$ cat src/rtl/down_counter.sv
// down_counter: loadable down-counter with valid/ready load handshake and a
// one-cycle terminal-count pulse. All outputs are registered.
//
// Optional feature macro: DOWN_COUNTER_AUTO_RELOAD_EN
//   undefined : one-shot; on expiry the count goes to 0 and the FSM enters DONE.
//   defined   : on expiry the count reloads from the last loaded value and the
//               FSM stays in COUNT. A zero load still goes to DONE.
//
// Ports:
//   clk        rising-edge clock
//   reset      synchronous active-high reset
//   enable     count permission while counting
//   load_valid load request, held until accepted
//   load_value start value, stable while load_valid is high
//   load_ready block can accept a load (IDLE or DONE)
//   out        current count value
//   busy       high while counting
//   done       high once the count has expired
//   tc         terminal-count pulse, one cycle wide
module down_counter #(
  parameter int unsigned WIDTH = 8
) (
  input  logic             clk,
  input  logic             reset,
  input  logic             enable,
  input  logic             load_valid,
  input  logic [WIDTH-1:0] load_value,
  output logic             load_ready,
  output logic [WIDTH-1:0] out,
  output logic             busy,
  output logic             done,
  output logic             tc
);

  typedef enum logic [1:0] {
    S_IDLE  = 2'd0,
    S_COUNT = 2'd1,
    S_DONE  = 2'd2
  } state_t;

  state_t           r_state;
  state_t           w_state_nxt;
  logic [WIDTH-1:0] r_count;
  logic [WIDTH-1:0] w_count_nxt;
  logic             r_tc;
  logic             w_tc_nxt;
  logic             r_busy;
  logic             r_done;
  logic             r_load_ready;
  logic             w_load_acc;

`ifdef DOWN_COUNTER_AUTO_RELOAD_EN
  logic [WIDTH-1:0] r_reload;
  logic [WIDTH-1:0] w_reload_nxt;
`endif

  // The registered load_ready mirrors "state is not COUNT".
  assign w_load_acc = load_valid && r_load_ready;

  // Next-state, next-count and terminal-count decode.
  always_comb begin
    w_state_nxt  = r_state;
    w_count_nxt  = r_count;
    w_tc_nxt     = 1'b0;
`ifdef DOWN_COUNTER_AUTO_RELOAD_EN
    w_reload_nxt = r_reload;
`endif
    unique case (r_state)
      S_IDLE, S_DONE: begin
        if (w_load_acc) begin
          w_count_nxt  = load_value;
`ifdef DOWN_COUNTER_AUTO_RELOAD_EN
          w_reload_nxt = load_value;
`endif
          // A zero load expires immediately: tc pulses in the first DONE cycle.
          if (load_value == '0) begin
            w_state_nxt = S_DONE;
            w_tc_nxt    = 1'b1;
          end else begin
            w_state_nxt = S_COUNT;
          end
        end
      end
      S_COUNT: begin
        if (enable) begin
          // Expire at 1 so the count never underflows past 0.
          if (r_count == WIDTH'(1)) begin
            w_tc_nxt    = 1'b1;
`ifdef DOWN_COUNTER_AUTO_RELOAD_EN
            w_count_nxt = r_reload;
`else
            w_count_nxt = '0;
            w_state_nxt = S_DONE;
`endif
          end else begin
            w_count_nxt = r_count - WIDTH'(1);
          end
        end
      end
      default: begin
        w_state_nxt = S_IDLE;
        w_count_nxt = '0;
      end
    endcase
  end

  // State, datapath and registered output flags; status flags follow next state.
  always_ff @(posedge clk) begin
    if (reset) begin
      r_state      <= S_IDLE;
      r_count      <= '0;
      r_tc         <= 1'b0;
      r_busy       <= 1'b0;
      r_done       <= 1'b0;
      r_load_ready <= 1'b1;
`ifdef DOWN_COUNTER_AUTO_RELOAD_EN
      r_reload     <= '0;
`endif
    end else begin
      r_state      <= w_state_nxt;
      r_count      <= w_count_nxt;
      r_tc         <= w_tc_nxt;
      r_busy       <= (w_state_nxt == S_COUNT);
      r_done       <= (w_state_nxt == S_DONE);
      r_load_ready <= (w_state_nxt != S_COUNT);
`ifdef DOWN_COUNTER_AUTO_RELOAD_EN
      r_reload     <= w_reload_nxt;
`endif
    end
  end

  assign out        = r_count;
  assign tc         = r_tc;
  assign busy       = r_busy;
  assign done       = r_done;
  assign load_ready = r_load_ready;

endmodule

$ cat config.mk
export PLATFORM = sky130hd
export DESIGN_NAME = down_counter
export DESIGN_NICKNAME = d
export VERILOG_FILES = /design/src/rtl/down_counter.sv
export SDC_FILE = /design/constraint.sdc
export NUM_CORES = 1
export LEC_CHECK = 0
export BUFFER_PORTS_ARGS = -buffer_cell sky130_fd_sc_hd__buf_2
export CAP_MARGIN = 15
export CORE_MARGIN = 10
export CORE_UTILIZATION = 49
export DETAILED_ROUTE_END_ITERATION = 16
export PLACE_DENSITY = 0.76
export SLEW_MARGIN = 10
export SYNTH_ARGS = -nofsm -noshare
export SYNTH_HDL_FRONTEND = slang
export SYNTH_SLANG_ARGS = --single-unit
$ cat constraint.sdc
create_clock -name clk -period 1.9 [get_ports clk]
set_input_delay 0.095 -clock clk [delete_from_list [all_inputs] [get_ports clk]]
set_output_delay 0.095 -clock clk [all_outputs]
set_load 0.01 [all_outputs]
== After elaboration in Yosys (flattened, before gate mapping) ==
Index checks and enable logic that the tools add are counted.

* Output and inout bits: 12
* Register bits: 14
* Bits of input ports: 12
* Word-level logic and storage cells: 34

* Reduce and logical (&&, ||, !) cells: 5
* Muxes and demuxes: 14
* Add/subtract/negate cells: 1
* Equal/unequal tests: 8

{| class="wikitable"
|+ Operators by type and width
! kind !! number
|-
| two-way mux 8 bit || 3
|-
| one-hot mux 8 bit (2 select lines) || 1
|-
| equality test 8 x 1 -> 1 bit, second input constant || 1
|-
| zero test 8 bit || 1
|-
| two-way mux 2 bit || 4
|-
| subtractor 8 x 1 -> 8 bit, second input constant || 1
|-
| equality test 2 x 1 -> 1 bit, second input constant || 2
|-
| equality test 2 bit, second input constant || 2
|-
| two-way mux 1 bit || 4
|-
| != test 2 bit, second input constant || 2
|-
| one-hot mux 2 bit (2 select lines) || 1
|-
| zero test 2 bit || 1
|-
| != test 2 x 1 -> 1 bit, second input constant || 1
|-
| one-hot mux 1 bit (2 select lines) || 1
|-
| AND reduction 2 bit || 1
|-
| OR reduction 2 bit || 1
|-
| logical AND 1 bit || 1
|}

== Depth between registers and ports, before layout ==
* Word-level depth: 5
* Depth in mapped cells: 6
* Depth with buffers taken out: 6

== Worst setup path after synthesis ==
No wires, ideal clock.

* Path kind: register to register
* Start: register r_count[1], in the netlist out[1]
* End: register r_count[7], in the netlist out[7]
* Stages on the path, launching flop included: 7
* Path buffers: 0
* Path slack: 0.257 ns
* Arrival: 1.555 ns
* Clock period less this slack: 1.643 ns
* Setup time: 0.088 ns
* Required time: 1.812 ns
* Cell sequence: dfxtp_1 -> inv_1 -> ha_1 -> or4_4 -> nor3b_2 -> o21ai_1 -> a311oi_2

* Longest elaborated chain between the ends: 4
* Elaborated cells on any way between the ends: 5
* Those cells by class: 1 x add/sub; 1 x eq/ne; 3 x mux

{| class="wikitable"
|+ RTL lines
! item !! RTL line !! source
|-
| start: declaration || 43 || <nowiki>logic [WIDTH-1:0] r_count;</nowiki>
|-
| start signal: assignment || 121 || <nowiki>r_count <= w_count_nxt;</nowiki>
|-
| subtractor 8 x 1 -> 8 bit / equality test 8 x 1 -> 1 bit (equally long branches) || 96, 87 ||
|-
| two-way mux 8 bit * || 87 || <nowiki>if (r_count == WIDTH'(1)) begin</nowiki>
|-
| two-way mux 8 bit * || 85 || <nowiki>if (enable) begin</nowiki>
|-
| one-hot mux 8 bit (2 select lines) * || 68 || <nowiki>unique case (r_state)</nowiki>
|}

Mark *: on every way between the ends. The rest lies on a longest branch, timed or not. The select of a mux whose other input is x is not followed.
A chain may end at the register's enable or synchronous reset.

== Final worst setup path ==
Same ends and word-level chain as after synthesis.

==> run metrics <==
synthesized instance count 91; fin crit share 0.883; Setup Buffers After CTS 0; DRT antenna net count 0; Mapped Area 811 um^2; CTS tree yes; status completed; CP Cell Sequence inv_1 -> ha_1 -> or4_4 -> nor3b_2 -> o21ai_1 -> a311oi_2; Nets 133; max cap viols 0; RSZ-0062 raised after global routing false; GRT Total Usage 0.136; htree depth 1; crit path DAT 1.89 ns; CTS clk-pin slew, worst paths 0.10 ns; Crit Path Category reg -> reg; CTS root buf clkbuf_4; # clock sinks 14; Area Growth Syn to Fin 21.6%; Final Skew 0.00878 ns; max frequency 596 MHz; synth unique cells 38; power per cell area 1040 nW/um^2; Final setup viols 0; Final Hold Slack 0.117 ns; Hold-fix buffers, CTS 0; Yosys warning count 0; Vias 852; hpwl dp 1.80 mm; synthesized area per cell 8.91 um^2; initial antenna violation count 0; Core Footprint 1540 um^2; Pwr Total 1.03 mW; drt wl/cell 17.4 um; initial core utilization 0.526; Placed Cells incl. Taps 130; register bit count reported by yosys 14; Num CTS Buffers 3; first-pass GRT wire length 3.84 mm; Placed Area 950 um^2; crit-path max FO 6; Pre-antenna DRT Iters 4; required time worst endpoint 2.12 ns; Max Transition Viols Final 0; vias in the first global route 851; maximum root-to-sink buffer count 2; DIE AREA 3680 um^2; First DRT Iteration DRCs 58; Leak Pwr 0.408 nW; Final Critical Period 1.68 ns; Antenna diodes 0; Relative slew margins 0.654; crit path buf inv count 1; slowest stage delay, CP 0.42 ns; Setup crit start kind register; GRT overflow 0; DRC 0; CP top delay family simple AND/OR/NAND/NOR gates; IO Count 24; Layout Cell Area excl Fill 986 um^2; final hold violation count 0; GPL Wtd Cong 0.854; Clock Latency Late Sink 0.29 ns; share of layout cells above drive strength 1 0.339; worst-path cell with the longest stage delay dfxtp_1; drt total wl 2.33 mm; post-route setup TNS 0 ns; CTS resizes 0; CP Capture Type register; pin count of the biggest net entering global routing 17; PortBufs 23; Post-Syn Nets 105; chip height 60.7 um; Worst Hold Class in -> reg; Non-Filler Instances 134; die width 60.7 um; sequential-to-total area share from yosys stat 0.346; post-DR vias/cell 6.36; worst vdd ir 0.599 mV; Cell Rows 14; Worst-Margin Slew 0.511 ns
synthesized netlist by cell type:
master,n,share of area
a22oi_1,2,0.019
nand2b_1,4,0.031
nor2b_1,1,0.0077
a31oi_1,4,0.031
nor2_1,9,0.042
o22ai_1,3,0.023
nor4bb_1,1,0.012
nand4b_1,1,0.011
clkbuf_1,1,0.0046
a211oi_1,3,0.028
mux2i_1,1,0.012
a21boi_0,1,0.0093
o21ai_1,3,0.019
a211oi_2,1,0.015
nor3b_1,1,0.0093
or2_2,2,0.015
a221oi_1,1,0.011
or4_4,1,0.014
a21bo_2,1,0.012
inv_1,3,0.014
o22a_1,1,0.011
a21oi_1,6,0.037
nor3b_2,3,0.046
or3_1,1,0.0077
nand2_1,6,0.028
a311oi_2,1,0.019
or4_1,3,0.028
nor4_4,1,0.026
and2b_2,1,0.011
o32ai_1,1,0.011
o21ai_0,2,0.012
a222oi_1,1,0.012
nor3_1,1,0.0062
a31o_2,1,0.011
dfxtp_1,14,0.35
o31a_1,1,0.011
ha_1,2,0.031
nand4_1,1,0.0077
sequential cells by signal (all words and copies together) (netlist names):
register    count
done            1
r_state         2
out             8
busy            1
load_ready      1
tc              1
placed cells by master, fill, tap and decap left out, types with 4 or more instances in the layout:
master	n
a31oi_1	4
nand2_1	6
nand2b_1	4
buf_2	23
nor2_1	9
a21oi_1	6
dfxtp_1	14
layout make-up:
class                   instances  area (um^2)
clock buffers                   4         36.3
fillers                       156          556
inverters                       3         11.3
multi-input cells              73          515
flip-flops and latches         14          280
well taps                      16         20.0
repair buffers                 24          123
metal layers:
metal / vias up / track usage / share of wire
met5: - / 0 / 0
met4: 0 / 0.0564 / 0.025
met3: 8 / 0.0710 / 0.12
met2: 44 / 0.197 / 0.44
met1: 386 / 0.164 / 0.42
li1: 414 / - / -
path summary, 6_finish.rpt:
path / from / slack, ns / endpoint / depth (start not counted)
max reg2reg: out[1] / 0.22 / out[7] / 6
min reg2reg: out[1] / 0.56 / out[1] / 2
max: out[1] / 0.22 / out[7] / 6
min: load_value[4] / 0.12 / out[4] / 3
worst min-delay path, cell delays in order:
cell	delay [ns]
buf_2	0.09
a222oi_1	0.08
nor2_1	0.10
stage by stage:
| step | utilization | setup WS [ns] |
|---|---|---|
| 6_report | 0.640 | 0.222 |
| 5_1_grt | 0.640 | 0.0745 |
| 4_1_cts | 0.640 | 0.223 |
| 3_5_place_dp | 0.616 | 0.248 |
| 3_3_place_gp | 0.616 | 0.287 |
| 2_1_floorplan | - | 0.257 |
cell families (layout without fill, tap and decap cells):
family                   count (synthesis)  in the layout  share of synthesized area
AND/OR/NAND/NOR                         37             37                      0.302
AO/OA/AOI/OAI                           33             33                      0.290
flip-flops                              14             14                      0.346
buffers and inverters                    4             31                     0.0185
adder cells (fa/ha/maj)                  2              2                     0.0309
multiplexers                             1              1                     0.0123
power by group:
group / switching [mW] / internal, mW / leakage, nW
Combinational: 0.220 / 0.181 / 0.272
Sequential: 0.0624 / 0.335 / 0.115
Clock: 0.110 / 0.117 / 0.0210
Total: 0.393 / 0.634 / 0.408
Power figures use the tool's default switching activity.
